## config.mk

```make
export PLATFORM = sky130hd
export DESIGN_NAME = bitmap_window_loader
export DESIGN_NICKNAME = d
export VERILOG_FILES = /design/src/rtl/bitmap_window_loader_pkg.sv /design/src/rtl/bitmap_window_loader_row_writer.sv /design/src/rtl/bitmap_window_loader.sv
export SDC_FILE = /design/constraint.sdc
export NUM_CORES = 2
export LEC_CHECK = 0
export CAP_MARGIN = 20
export CORE_AREA = 2 2 655 657
export CTS_CLUSTER_SIZE = 12
export DETAILED_ROUTE_END_ITERATION = 8
export DIE_AREA = 0 0 657 659
export GPL_ROUTABILITY_DRIVEN = 0
export MAX_ROUTING_LAYER = met4
export PLACE_DENSITY = 0.32
export SKIP_CTS_REPAIR_TIMING = 1
export SLEW_MARGIN = 25
export SYNTH_ARGS = -nofsm -noshare
export SYNTH_HDL_FRONTEND = slang
export SYNTH_HIERARCHICAL = 1
export SYNTH_SLANG_ARGS = --single-unit
```

## constraint.sdc

```tcl
create_clock -name clk_i -period 6.9 [get_ports clk_i]
set_clock_uncertainty 0.2 [all_clocks]
set_input_delay 1.38 -clock clk_i [delete_from_list [all_inputs] [get_ports clk_i]]
set_output_delay 1.38 -clock clk_i [all_outputs]
set_load 0.02 [all_outputs]
```

## src/rtl/bitmap_window_loader_pkg.sv

```systemverilog
// Shared definitions for the bitmap window loader: default geometry, sequencer
// state encoding, and the accelerator's note/length code sets.
package bitmap_window_loader_pkg;

  localparam int unsigned WinRows    = 64;
  localparam int unsigned WinRowW    = 24;
  localparam int unsigned WinW       = WinRows * WinRowW;
  localparam int unsigned WinAddrW   = 16;
  localparam int unsigned WinStride  = 1;
  localparam int unsigned WinTimeout = 1023;

  typedef enum logic [2:0] {
    StIdle,
    StFetch,
    StDrain,
    StKick,
    StWait,
    StCapture,
    StHold
  } state_e;

  // Codes the match accelerator can report.
  localparam logic [15:0] NoteCodes [7] = '{16'h000A, 16'h000B, 16'h000C, 16'h000D,
                                            16'h000E, 16'h000F, 16'h0001};
  localparam logic [15:0] LenCodes  [2] = '{16'h0010, 16'h0001};

endpackage

```

## src/rtl/bitmap_window_loader_row_writer.sv

```systemverilog
// window_row_writer: lagged write pointer plus the ROWS x ROW_W row bank.
// A read issued for row k in one cycle returns data the next cycle, which is
// written into bmr_o[RowW*k +: RowW] (row 0 at the LSBs).
// Ports:
//   clk_i, rst_ni  clock, async active-low reset
//   rd_i           read issued this cycle
//   rd_idx_i       row index of the read issued this cycle
//   rdata_i        memory data for the read issued last cycle
//   bmr_o          assembled flat window
module window_row_writer
  import bitmap_window_loader_pkg::*;
#(
  parameter int unsigned Rows = WinRows,
  parameter int unsigned RowW = WinRowW,
  localparam int unsigned IdxW = $clog2(Rows)
) (
  input  logic                 clk_i,
  input  logic                 rst_ni,
  input  logic                 rd_i,
  input  logic [IdxW-1:0]      rd_idx_i,
  input  logic [RowW-1:0]      rdata_i,
  output logic [Rows*RowW-1:0] bmr_o
);

  logic            wr_en_q;
  logic [IdxW-1:0] wr_idx_q;
  logic [RowW-1:0] rows_q [Rows];

  always_ff @(posedge clk_i or negedge rst_ni) begin
    if (!rst_ni) begin
      wr_en_q  <= 1'b0;
      wr_idx_q <= '0;
    end else begin
      wr_en_q  <= rd_i;
      wr_idx_q <= rd_idx_i;
    end
  end

  for (genvar r = 0; r < Rows; r++) begin : g_row
    always_ff @(posedge clk_i or negedge rst_ni) begin
      if (!rst_ni) begin
        rows_q[r] <= '0;
      end else if (wr_en_q && (wr_idx_q == IdxW'(r))) begin
        rows_q[r] <= rdata_i;
      end
    end
    assign bmr_o[r*RowW +: RowW] = rows_q[r];
  end

endmodule

```

## src/rtl/bitmap_window_loader.sv

```systemverilog
// bitmap_window_loader: fetches a ROWS-row bitmap window from synchronous
// memory, starts the match accelerator, waits for finish (with timeout) and
// hands the captured note/length codes to the controller via valid/ack.
// Ports:
//   clk_i, rst_ni                 clock, async active-low reset
//   go_i, base_addr_i, busy_o     request, window base address, busy flag
//   mem_rd_o, mem_addr_o, mem_rdata_i  image memory read port (1-cycle latency)
//   bmr_o, start_o, finish_i      accelerator window, start pulse, done
//   note_reg_i, length_reg_i      accelerator result codes
//   result_valid_o, result_ack_i  result handshake
//   note_out_o, length_out_o, err_o  captured result, timeout flag
module bitmap_window_loader
  import bitmap_window_loader_pkg::*;
#(
  parameter int unsigned Rows    = WinRows,
  parameter int unsigned RowW    = WinRowW,
  parameter int unsigned AddrW   = WinAddrW,
  parameter int unsigned Stride  = WinStride,
  parameter int unsigned Timeout = WinTimeout
) (
  input  logic                 clk_i,
  input  logic                 rst_ni,
  input  logic                 go_i,
  input  logic [AddrW-1:0]     base_addr_i,
  output logic                 mem_rd_o,
  output logic [AddrW-1:0]     mem_addr_o,
  input  logic [RowW-1:0]      mem_rdata_i,
  output logic [Rows*RowW-1:0] bmr_o,
  output logic                 start_o,
  input  logic                 finish_i,
  input  logic [15:0]          note_reg_i,
  input  logic [15:0]          length_reg_i,
  output logic                 busy_o,
  output logic                 result_valid_o,
  input  logic                 result_ack_i,
  output logic [15:0]          note_out_o,
  output logic [15:0]          length_out_o,
  output logic                 err_o
);

  localparam int unsigned IdxW = $clog2(Rows);
  localparam int unsigned TcntW = $clog2(Timeout + 1);

  state_e            state_q, state_d;
  logic [IdxW-1:0]   idx_q, idx_d;
  logic [AddrW-1:0]  base_q, base_d;
  logic [TcntW-1:0]  tcnt_q, tcnt_d;
  logic [15:0]       note_q, note_d;
  logic [15:0]       len_q, len_d;
  logic              err_q, err_d;

  always_ff @(posedge clk_i or negedge rst_ni) begin
    if (!rst_ni) begin
      state_q <= StIdle;
      idx_q   <= '0;
      base_q  <= '0;
      tcnt_q  <= '0;
      note_q  <= '0;
      len_q   <= '0;
      err_q   <= 1'b0;
    end else begin
      state_q <= state_d;
      idx_q   <= idx_d;
      base_q  <= base_d;
      tcnt_q  <= tcnt_d;
      note_q  <= note_d;
      len_q   <= len_d;
      err_q   <= err_d;
    end
  end

  always_comb begin
    state_d        = state_q;
    idx_d          = idx_q;
    base_d         = base_q;
    tcnt_d         = tcnt_q;
    note_d         = note_q;
    len_d          = len_q;
    err_d          = err_q;
    mem_rd_o       = 1'b0;
    start_o        = 1'b0;
    result_valid_o = 1'b0;
    unique case (state_q)
      StIdle: begin
        if (go_i) begin
          base_d  = base_addr_i;
          idx_d   = '0;
          state_d = StFetch;
        end
      end
      StFetch: begin
        mem_rd_o = 1'b1;
        if (idx_q == IdxW'(Rows - 1)) begin
          state_d = StDrain;
        end else begin
          idx_d = idx_q + 1'b1;
        end
      end
      // Last row's data lands this cycle; the row writer stores it.
      StDrain: state_d = StKick;
      StKick: begin
        start_o = 1'b1;
        tcnt_d  = '0;
        state_d = StWait;
      end
      StWait: begin
        if (finish_i) begin
          state_d = StCapture;
        end else if (tcnt_q == TcntW'(Timeout - 1)) begin
          err_d   = 1'b1;
          note_d  = '0;
          len_d   = '0;
          state_d = StHold;
        end else begin
          tcnt_d = tcnt_q + 1'b1;
        end
      end
      // lengthReg settles one cycle after finish, so sample here.
      StCapture: begin
        note_d  = note_reg_i;
        len_d   = length_reg_i;
        err_d   = 1'b0;
        state_d = StHold;
      end
      StHold: begin
        result_valid_o = 1'b1;
        if (result_ack_i) begin
          state_d = StIdle;
        end
      end
      default: state_d = StIdle;
    endcase
  end

  assign busy_o       = (state_q != StIdle);
  assign mem_addr_o   = mem_rd_o ? (base_q + AddrW'(idx_q) * AddrW'(Stride)) : '0;
  assign note_out_o   = note_q;
  assign length_out_o = len_q;
  assign err_o        = err_q;

  window_row_writer #(
    .Rows(Rows),
    .RowW(RowW)
  ) u_row_writer (
    .clk_i   (clk_i),
    .rst_ni  (rst_ni),
    .rd_i    (mem_rd_o),
    .rd_idx_i(idx_q),
    .rdata_i (mem_rdata_i),
    .bmr_o   (bmr_o)
  );

endmodule

```

==> flow_results.org <==
** Setup path
- For the worst setup path, the data required time is 5.32 ns.
- The worst register-to-register path begins at u_row_writer/wr_en_q$_DFF_PN0_.
- Startpoint type of the worst setup path :: register
- Kind of end point of the critical path :: output port
- Of all nets on the critical path, the largest fanout is 7.
- R2R Path End :: u_row_writer/bmr_o[869]$_DFFE_PN0P_
- Together, buffers and inverters on the worst path number 1.
- Measured in cells, the most critical reg-to-reg path has a length of 4.
- The signal on the critical path passes through ha_1, o21ai_0, o21ai_0, nand4_1, xor2_1, nor2_1, clkdlybuf4s50_1.
- STA puts the critical path data arrival time at 3.75 ns.
- In this design, the critical path's most frequently occurring cell is o21ai_0.
- Register-to-Register Setup Slack :: 3.51 ns
- In this design, the largest share of critical-path delay is due to buffers and inverters.
- Master of the slowest instance on the critical path :: clkdlybuf4s50_1
- The critical path is of the register to output port type.
- On the worst path, the slowest cell contributes a delay of 0.69 ns.

** Clocking
- Clock tree synthesis selected as its root buffer the cell clkbuf_16.
- Clock tree synthesis inserted a total of 208 buffers.
- TritonCTS built the clock tree.
- CTS sink count :: 1,611
- Insertion delay of the later-clocked pin in the worst-skew pair :: 0.92 ns
- # H-tree levels :: 4
- Buffer levels on the longest clock path :: 4
- Clock-pin slew was measured on the worst setup and hold paths at 0.06 ns.

** Synth
- The most used flip-flop cell after synthesis is dfrtp_1.
- The mapped netlist covers 61,300 um^2.
- Yosys printed 6 warnings.
- Post-synth EDFFs :: 0
- Yosys top cell by area :: dfrtp_1
- In this run the biggest area consumer among cell types represents 65.8% of the synthesized area.
- Counting flops with an async set or reset pin after synthesis yields a share of 100%.
- When the netlist entered floorplanning its net count stood at 3,914.
- Fraction of the yosys area taken by sequential cells :: 65.8%
- Gate Count Post-Synth :: 3,827
- Mean cell area of the mapped netlist :: 16.0 um^2
- Area contributors post-synth :: dfrtp_1 66%, mux2_2 28%, buf_2 1.2%
- Counting flops and latches in the post-synthesis netlist gives 1,611.
- Yosys mapped the design onto 57 distinct sky130hd cell types.

** Timing
- Setup violations remaining at the end of the flow were counted as 0.
- The routed design could run at a clock period as short as 5.33 ns.
- The number of pins exceeding their max-slew limit in the final report was 0.
- Of the available clock period, the critical path in the final layout requires 77.2%.
- Adding up every negative setup slack in the final design gives 0 ns.
- In the post-route analysis, the smallest setup slack over all paths is 1.57 ns.
- Setup repair after global routing left no endpoint under its margin.
- Maximum clock rate :: 0.188 GHz
- At the pin with the least slew margin, the transition time is 1.09 ns.
- The hold violation total from the final report is 0.
- Max-slew headroom at the worst pin :: 27.5%

** Status
- The flow ran to the end, and the final reports show no timing, DRC or antenna violations.

** Floorplan
- The die covers 433,000 um^2.
- For this configuration, the core starts out at a cell density of 14.4%.
- Number of rows in the core area :: 240
- The die is 659 um tall.
- The core region is 426,000 um^2.
- Ports :: 1,666
- Die W :: 657 um

** Detailed routing
- Routed Antenna Nets :: 0
- Count of vias placed by the detailed router :: 40,200
- Routed length per placed instance :: 30.3 um
- Vias per cell :: 3.54
- Detailed-route DRC error count :: 0
- Drt first-iter violations :: 2,004
- The first detailed-routing pass took 5 iterations.
- Total detailed-routing wirelength :: 345,000 um

** Layout
- With fillers left out, the area of the finished cells amounts to 91,600 um^2.
- Share of the core filled with cells :: 21.5%
- The area growth from synthesis to layout is 49.5%.
- The final layout contains 5,578 nets.
- Layout cells sized above 1 :: 36.1%

** Placed design
- The placed instances occupy a cell area of 84,800 um^2.
- Detailed placement ended at an HPWL of 241,000 um.
- Prior to clock tree synthesis, the placed netlist has a worst setup slack of 2.48 ns.
- Count of buffers inserted at the top-level ports :: 1,665

** Job
- Number of violations of the max-capacitance limit :: 0

** Global route
- The initial antenna violation count was 59.
- Global routing used 15.9% of the available tracks.
- After global routing the overflow that remains totals 0.
- Entering global routing, the biggest net connects 149 pins.
- Wire length of the first global-routing pass :: 446,000 um
- Vias in the first global route :: 42,500

** Pwr
- VDD sags by at most 242 uV.
- Dividing total power by cell area gives a power density of 396 nW/um^2.
- In this run the static leakage power is 38.3 nW.

** Worst hold path
- Worst hold-check path type :: input port to async pin
final cells by class:
cell class,instances,area (um^2)
fillers,45600,334000
flip-flops and latches,1611,40300
multi-input cells,1874,19600
repair buffers,1786,17700
well taps,5687,7120
clock buffers,315,6140
clock inverters,51,606
diodes,22,55.1
inverters,10,37.5
logic make-up (layout without fill, tap and decap cells):
family	after synthesis	count (layout)	synth area share, %
AOI/OAI and AO/OA	82	82	1.00
xor gates and xnor gates	14	14	0.200
adders and majority gates	10	10	0.216
buffers and inverters	342	2162	2.44
DFF	1611	1611	65.8
muxes	1537	1537	28.2
other	0	22	0
and+or+nand+nor	231	231	2.12
worst register-to-register path: stages, from the launching register on:
cell,delay (ns)
dfrtp_1,0.74
and3b_1,0.95
nand2_2,0.62
buf_4,0.41
mux2_2,0.35
Yosys cell counts, types with 2 or more instances:
cell type,instances
a211oi_1,5
a21oi_1,5
a22o_1,32
and2_1,4
and3_1,6
and3b_1,3
and4bb_1,6
buf_1,24
buf_2,149
buf_6,3
clkbuf_1,156
dfrtp_1,1611
ha_1,9
inv_1,10
mux2_1,30
mux2_2,1506
nand2_1,88
nand2_2,24
nand3_1,7
nand3b_1,4
nand4_1,6
nand4b_2,4
nor2_1,28
nor2_2,23
nor2b_1,5
nor3_1,9
nor4b_2,3
o21a_1,2
o21ai_0,21
o31ai_1,4
or3b_1,2
xnor2_1,4
xor2_1,10
cell usage in the layout, fill, tap and decap left out, drive strengths merged, types with 22 or more instances in the layout:
master         instances
a22o                  32
buf                  146
clkbuf               315
clkdlybuf4s50       1640
clkinv                30
dfrtp               1611
diode                 22
mux2                1536
nand2                112
nor2                  51
o21ai                 23
state kept, by name (all words and copies together) (netlist names):
signal,flops
base_q,16
err_o,1
idx_q,6
length_out_o,16
note_out_o,16
state_q,3
tcnt_q,10
u_row_writer/bmr_o,1536
u_row_writer/wr_en_q,1
u_row_writer/wr_idx_q,6
worst max-delay path by stage:
stage | slack (ns) | cells after the start | endpoint | from
final | 1.57 | 7 | mem_addr_o[11] | idx_q[2]$_DFFE_PN0P_
after global routing | 1.34 | 7 | mem_addr_o[11] | idx_q[2]$_DFFE_PN0P_
after CTS | 1.44 | 7 | mem_addr_o[11] | idx_q[2]$_DFFE_PN0P_
after detailed placement | 2.48 | 7 | mem_addr_o[11] | idx_q[2]$_DFFE_PN0P_
after global placement | 2.39 | 9 | mem_addr_o[6] | idx_q[0]$_DFFE_PN0P_
after floorplan | 3.23 | 8 | mem_addr_o[6] | idx_q[0]$_DFFE_PN0P_
routing by layer:
metal | global-route usage, % | wire [um] | vias up
met5 | - | 0 | -
met4 | 4.51 | 11100 | 0
met3 | 3.75 | 22000 | 365
met2 | 28.2 | 179000 | 1413
met1 | 17.6 | 133000 | 21700
li1 | - | - | 16700
power by group:
part / leakage (nW) / switching (mW) / internal [mW]
clock: 3.31 / 4.62 / 6.39
combinational: 15.0 / 6.86 / 5.50
sequential: 20.0 / 1.25 / 11.7
metrics by stage:
step	hold slack [ns]	power [mW]	std cells
floorplan	0.210	18.2	3827
CTS	0.193	37.0	11300
detailed placement	0.269	25.7	11000
finish	0.265	36.3	11400
global route	0.220	37.9	11300
global placement	0.260	25.6	11000
Note: power is estimated with default switching activity, not from simulation.
